===== src/rtl/pipe_ctrl_pkg.sv =====
// Shared types and constants for the pipeline sequencing controller and the stage registers.
package pipe_ctrl_pkg;

    typedef enum logic [1:0] {
        StBoot,
        StRun,
        StMemWait,
        StHalted
    } pipe_state_t;

    typedef struct packed {
        logic en_pc;
        logic en_fd;
        logic en_de;
        logic en_em;
        logic en_mw;
        logic clr_fd;
        logic clr_de;
        logic clr_em;
        logic clr_mw;
    } stage_ctrl_t;

    // Bubble loaded by a stage register when its clear is taken: addi x0, x0, 0.
    localparam logic [31:0] NopInsn = 32'h0000_0013;
    localparam logic [4:0]  NopRd   = 5'd0;

    localparam stage_ctrl_t CtrlBoot = '{en_pc: 1'b0, en_fd: 1'b1, en_de: 1'b1, en_em: 1'b1,
                                         en_mw: 1'b1, clr_fd: 1'b1, clr_de: 1'b1,
                                         clr_em: 1'b1, clr_mw: 1'b1};
    localparam stage_ctrl_t CtrlRun = '{en_pc: 1'b1, en_fd: 1'b1, en_de: 1'b1, en_em: 1'b1,
                                        en_mw: 1'b1, default: 1'b0};
    localparam stage_ctrl_t CtrlFlush = '{en_pc: 1'b1, en_fd: 1'b1, en_de: 1'b1, en_em: 1'b1,
                                          en_mw: 1'b1, clr_fd: 1'b1, clr_de: 1'b1,
                                          default: 1'b0};
    localparam stage_ctrl_t CtrlStall = '{en_de: 1'b1, en_em: 1'b1, en_mw: 1'b1,
                                          clr_de: 1'b1, default: 1'b0};
    localparam stage_ctrl_t CtrlHold = '{default: 1'b0};

endpackage


===== src/rtl/pipe_ctrl_sat_counter.sv =====
// Saturating up-counter with synchronous clear; clear takes priority over increment.
module sat_counter #(
    parameter int unsigned W = 32
) (
    input  logic         clk,
    input  logic         rst,
    input  logic         clr,
    input  logic         inc,
    output logic [W-1:0] q
);

    always_ff @(posedge clk or posedge rst) begin
        if (rst) begin
            q <= '0;
        end else if (clr) begin
            q <= '0;
        end else if (inc && (q != {W{1'b1}})) begin
            q <= q + W'(1);
        end
    end

endmodule


===== src/rtl/pipe_ctrl.sv =====
// Pipeline sequencing controller: turns hazard/memory/halt events into PC and stage
// register enable/clear strobes, with boot bubble-fill, a freeze watchdog and perf counters.
module pipe_ctrl
    import pipe_ctrl_pkg::*;
#(
    parameter int unsigned BOOT_CYCLES = 2,
    parameter int unsigned MEM_TIMEOUT = 64,
    parameter int unsigned CNT_W       = 32
) (
    input  logic             clk,
    input  logic             rst,
    input  logic             stall,
    input  logic             flush,
    input  logic             mem_req_m,
    input  logic             mem_ready_m,
    input  logic             halt_w,
    input  logic             cnt_clear,
    output logic             en_pc,
    output logic             en_fd,
    output logic             en_de,
    output logic             en_em,
    output logic             en_mw,
    output logic             clr_fd,
    output logic             clr_de,
    output logic             clr_em,
    output logic             clr_mw,
    output logic             halted,
    output logic             mem_timeout,
    output logic [CNT_W-1:0] stall_cnt,
    output logic [CNT_W-1:0] flush_cnt,
    output logic [CNT_W-1:0] wait_cnt
);

    localparam int unsigned BW = (BOOT_CYCLES > 1) ? $clog2(BOOT_CYCLES) : 1;
    localparam int unsigned TW = $clog2(MEM_TIMEOUT + 1);
    localparam logic [BW-1:0] BootInit    = BW'(BOOT_CYCLES - 1);
    localparam logic [TW-1:0] TimeoutLast = TW'(MEM_TIMEOUT - 1);
    localparam logic [TW-1:0] TimeoutMax  = TW'(MEM_TIMEOUT);

    pipe_state_t   state_q;
    logic [BW-1:0] boot_cnt_q;
    logic [TW-1:0] wait_timer_q;
    logic          mem_timeout_q;

    stage_ctrl_t ctrl;
    logic        frozen, active, stall_inc, flush_inc, wait_inc;

    assign frozen = mem_req_m && !mem_ready_m;
    assign active = (state_q == StRun) || (state_q == StMemWait);

    always_comb begin
        ctrl = CtrlHold;
        unique case (state_q)
            StBoot:           ctrl = CtrlBoot;
            StRun, StMemWait: begin
                if (frozen)     ctrl = CtrlHold;
                else if (flush) ctrl = CtrlFlush;
                else if (stall) ctrl = CtrlStall;
                else            ctrl = CtrlRun;
            end
            StHalted:         ctrl = CtrlHold;
            default:          ctrl = CtrlBoot;
        endcase
    end

    // A flush squashes the stalled instruction, so stall only counts when flush is low.
    assign stall_inc = active && !frozen && !flush && stall;
    assign flush_inc = active && !frozen && flush;
    assign wait_inc  = active && frozen;

    always_ff @(posedge clk or posedge rst) begin
        if (rst) begin
            state_q       <= StBoot;
            boot_cnt_q    <= BootInit;
            wait_timer_q  <= '0;
            mem_timeout_q <= 1'b0;
        end else begin
            unique case (state_q)
                StBoot: begin
                    if (boot_cnt_q == '0) state_q <= StRun;
                    else                  boot_cnt_q <= boot_cnt_q - BW'(1);
                end
                StRun, StMemWait: begin
                    if (frozen)      state_q <= StMemWait;
                    else if (halt_w) state_q <= StHalted;
                    else             state_q <= StRun;
                end
                StHalted: state_q <= StHalted;
                default:  state_q <= StBoot;
            endcase

            // Watchdog only flags; the freeze is never released by it.
            if (wait_inc) begin
                if (wait_timer_q != TimeoutMax) wait_timer_q <= wait_timer_q + TW'(1);
                if (wait_timer_q == TimeoutLast) mem_timeout_q <= 1'b1;
            end else begin
                wait_timer_q <= '0;
            end
        end
    end

    assign en_pc       = ctrl.en_pc;
    assign en_fd       = ctrl.en_fd;
    assign en_de       = ctrl.en_de;
    assign en_em       = ctrl.en_em;
    assign en_mw       = ctrl.en_mw;
    assign clr_fd      = ctrl.clr_fd;
    assign clr_de      = ctrl.clr_de;
    assign clr_em      = ctrl.clr_em;
    assign clr_mw      = ctrl.clr_mw;
    assign halted      = (state_q == StHalted);
    assign mem_timeout = mem_timeout_q;

    sat_counter #(.W(CNT_W)) u_stall_cnt (
        .clk (clk),
        .rst (rst),
        .clr (cnt_clear),
        .inc (stall_inc),
        .q   (stall_cnt)
    );

    sat_counter #(.W(CNT_W)) u_flush_cnt (
        .clk (clk),
        .rst (rst),
        .clr (cnt_clear),
        .inc (flush_inc),
        .q   (flush_cnt)
    );

    sat_counter #(.W(CNT_W)) u_wait_cnt (
        .clk (clk),
        .rst (rst),
        .clr (cnt_clear),
        .inc (wait_inc),
        .q   (wait_cnt)
    );

endmodule


===== config.mk =====
export PLATFORM = sky130hd
export DESIGN_NAME = pipe_ctrl
export DESIGN_NICKNAME = d
export VERILOG_FILES = /design/src/rtl/pipe_ctrl_pkg.sv /design/src/rtl/pipe_ctrl_sat_counter.sv /design/src/rtl/pipe_ctrl.sv
export SDC_FILE = /design/constraint.sdc
export NUM_CORES = 1
export LEC_CHECK = 0
export BUFFER_PORTS_ARGS = -buffer_cell sky130_fd_sc_hd__clkbuf_2
export CORE_UTILIZATION = 58
export CTS_BUF_LIST = sky130_fd_sc_hd__clkbuf_4
export CTS_CLUSTER_DIAMETER = 100
export CTS_CLUSTER_SIZE = 14
export DETAILED_ROUTE_END_ITERATION = 8
export GPL_TIMING_DRIVEN = 0
export PLACE_DENSITY = 0.83
export SLEW_MARGIN = 20
export SYNTH_ARGS = -nofsm -noshare
export SYNTH_HDL_FRONTEND = slang
export SYNTH_HIERARCHICAL = 1
export SYNTH_SLANG_ARGS = --single-unit

===== constraint.sdc =====
create_clock -name clk -period 3.4 [get_ports clk]
set_clock_uncertainty 0.05 [all_clocks]
set_input_delay 0.51 -clock clk [delete_from_list [all_inputs] [get_ports clk]]
set_output_delay 0.51 -clock clk [all_outputs]
set_load 0.01 [all_outputs]

==> impl_results.md <==
- Outcome: complete, no violations
- Register share of total power: between 50% and 60%
- Initial Util: about three fifths
- CTS tree: built
- Most common cell in the netlist: dfrtp_1
- R2R Setup Slk: 0.35 ns
- Vias/cell: 6.35
- Max Clk Rate: 0.328 GHz
- # diodes: 0
- Hold Path Class: in2reg
- Clock share of power: 27.6%
- Post-synthesis sequential area ratio: between 40% and 50%
- Synth top area cells: dfrtp_1 (45%), a21oi_1 (7.3%), o31ai_1 (5.7%)
- Comb pwr share: a little over a fifth
- First-pass GRT wire length: about 24000 um
- Dominant synthesized flop cell: dfrtp_1
- Syn Nets: approximately 650
- #FFs+latches synth: around 110
- Slew HR: around 22%
- DR iter-0 viols: around 270
- Initial antenna violation count: 0
- Post-route ant nets: 0
- Via Count: between 5000 and 6000
- Period utilization: roughly nine tenths
- Post-Syn Area: just under 6000 um^2
- Number of global-route vias before repair: about 5100
- Rows: 36
- Worst-path maximum fanout: 10
- Final hold vios: 0
- Netlist cell types: 48
- Setup Fix Bufs, Post-CTS: 0
- Post-route minimum period: around 3.1 ns
- Net switching power: between 0.8 and 0.9 mW
- TritonRoute pass-1 iters: 5
- CTS Buf Count: 9
- Post-placement cell area: around 6700 um^2
- Post-synth top area cell: dfrtp_1
- # setup viols final: 0
- Fin nets: 775
- Gr usage total: 28.3%
- Buffers from clock root to sink, at most: 2
- Switching share of total power: 30.9%
- Pwr dens: approximately 390 nW/um^2
- Synthesized area per cell: 9.35 um^2
- Die ar.: approximately 11000 um^2
- Crit start category: flop
- Root Driver: clkbuf_4
- Crit path DAT: around 3.4 ns
- Die height: 103 um
- Ys async rst share: 100%
- Yosys top cell area share: ~45%
- Leak: 2.88 nW
- Post-synth EDFFs: 0
- Largest net degree at the start of global routing: 33
- H-Tree Level Count: 3
- GRT Residual Overflow: 0
- Worst-Skew Late Latency: a little under 0.5 ns
- Post-DP HPWL: ~11000 um
- Placer Congestion: 0.824
- Final core area utilization: 69.6%
- Die W: roughly 100 um
- Final TNS setup: 0 ns
- Wirelength, routed: roughly 15000 um
- Layout cell share with drive strength beyond 1: a little over a fifth
- Register clock-pin slew on the reported worst setup and hold paths: 0.17 ns
- Routed length per instance: 16.4 um
- Worst-Margin Slew: 1.15 ns
- Area grow syn2layout: 15.5%
- Cell Int Power: about 1.8 mW
- Critical path type: reg2reg
- Synth Instances: roughly 630
- Max-cap violations: 0
- VDD IR max: 0.378 mV
- Slew Limit Fails: 0
- Ys Warns: 6
- Input/output buffers: around 110
- Worst setup EP type: flop
- Req. time, crit path: between 3 and 4 ns
- Clock Sink Count: around 110
- Design Area, Final: between 6000 and 7000 um^2
- Ports: 115
- Drt drc: 0
- RSZ-0062 raised after global routing: no
- Core area: approximately 9800 um^2
- Synth top cells by count: dfrtp_1 (106), a21oi_1 (86), o31ai_1 (45)
- Filler Cell Count: between 800 and 900
==> cell type report <==
cell class              count  area [um^2]  area share (%)
plain buffers              22          124            1.81
clock buffers               9         67.6           0.989
clock inverters             7         92.6            1.36
inverters                  32          120            1.76
multi-input cells         472         3000            43.9
flip-flops and latches    107         2680            39.2
well taps                 133          166            2.44
repair buffers            115          581            8.50
==> metrics by stage <==
stage | worst slack [ns] | hold slack, ns | cells | power [mW]
after detailed placement | 0.316 | 0.410 | 880 | 1.93
after floorplan | 0.833 | 0.312 | 633 | 1.74
after global placement | 0.468 | 0.402 | 880 | 1.91
after CTS | 0.264 | 0.225 | 897 | 2.67
final | 0.348 | 0.260 | 897 | 2.64
after global routing | 0.0848 | 0.224 | 897 | 2.78
==> critical path, cell delays in order (launching register included) <==
cell	delay [ns]
dfrtp_1	0.38
inv_1	0.07
ha_1	0.28
buf_4	0.16
nand3b_4	0.12
inv_1	0.25
nand4_1	0.29
nor3_2	0.27
o311ai_1	0.26
buf_2	0.27
or4_1	0.40
a21oi_1	0.17
==> logic make-up after synthesis <==
| logic type | Yosys count | share of synthesized area, % |
|---|---|---|
| AND/OR/NAND/NOR | 251 | 25.7 |
| AO/OA/AOI/OAI | 197 | 20.8 |
| flip-flops | 107 | 45.3 |
| buffers and inverters | 54 | 4.12 |
| XOR/XNOR | 11 | 1.63 |
| adder cells (fa/ha/maj) | 8 | 1.69 |
| multiplexers | 5 | 0.846 |
==> registers in the layout, summed over array words and instances (netlist names) <==
name           count
mem_timeout        1
u_wait_cnt/q      32
u_stall_cnt/q     32
state_q            2
boot_cnt_q         1
wait_timer_q       7
u_flush_cnt/q     32
==> timing repair <==
action                                  CTS  global route
hold endpoints to repair                 10             0
resized for setup                         0             2
hold buffers                              1             0
endpoints found under the setup margin    0             3
==> routing by layer <==
metal | wire length, um | global-route usage, % | up-vias
li1 | - | - | 2695
met1 | 6320 | 35.1 | 2780
met2 | 7260 | 48.6 | 197
met3 | 899 | 7.32 | 23
met4 | 231 | 8.88 | 0
met5 | 0 | 0 | -
==> path summary, 6_finish.rpt <==
path	end	startpoint	cells past startpoint
worst max register to register	u_wait_cnt/q[21]	state_q[0]	11
worst min register to register	mem_timeout	mem_timeout	1
worst max-delay path	u_wait_cnt/q[21]	state_q[0]	11
worst min-delay path	wait_timer_q[5]	mem_req_m	3
max in group asynchronous	u_wait_cnt/q[18]	rst	3
min in group asynchronous	wait_timer_q[5]	rst	3
==> placed cells by master, fill, tap and decap left out, types with 3 or more instances in the layout <==
| cell type | n |
|---|---|
| dfrtp_1 | 106 |
| and4_1 | 12 |
| nor4_1 | 10 |
| ha_1 | 8 |
| and2_1 | 3 |
| or4_1 | 42 |
| or3_1 | 37 |
| o41ai_2 | 3 |
| o311ai_1 | 3 |
| o31ai_1 | 45 |
| nand3_1 | 33 |
| o311ai_0 | 3 |
| nand4_1 | 18 |
| nand2b_1 | 3 |
| o31a_1 | 3 |
| clkbuf_2 | 114 |
| clkinvlp_4 | 3 |
| o21ai_0 | 38 |
| inv_1 | 29 |
| and3_1 | 10 |
| or4_4 | 3 |
| buf_6 | 3 |
| o41ai_1 | 3 |
| clkbuf_4 | 9 |
| xnor2_1 | 6 |
| nand2_1 | 42 |
| or3_4 | 3 |
| xor2_1 | 5 |
| o211a_1 | 3 |
| o21ba_2 | 3 |
| nor2_1 | 23 |
| inv_2 | 3 |
| buf_2 | 3 |
| a21oi_1 | 86 |
| clkbuf_1 | 12 |
| nand4_2 | 3 |
| buf_4 | 4 |
| mux2i_1 | 5 |
==> power by group through the flow <==
stage	Combinational [mW]	Clock, mW	Sequential [mW]
after detailed placement	0.574	0	1.36
after global placement	0.549	0	1.36
final	0.577	0.731	1.34
after floorplan	0.380	0	1.36
after CTS	0.579	0.752	1.34
after global routing	0.646	0.795	1.34
Power figures use the tool's default switching activity.
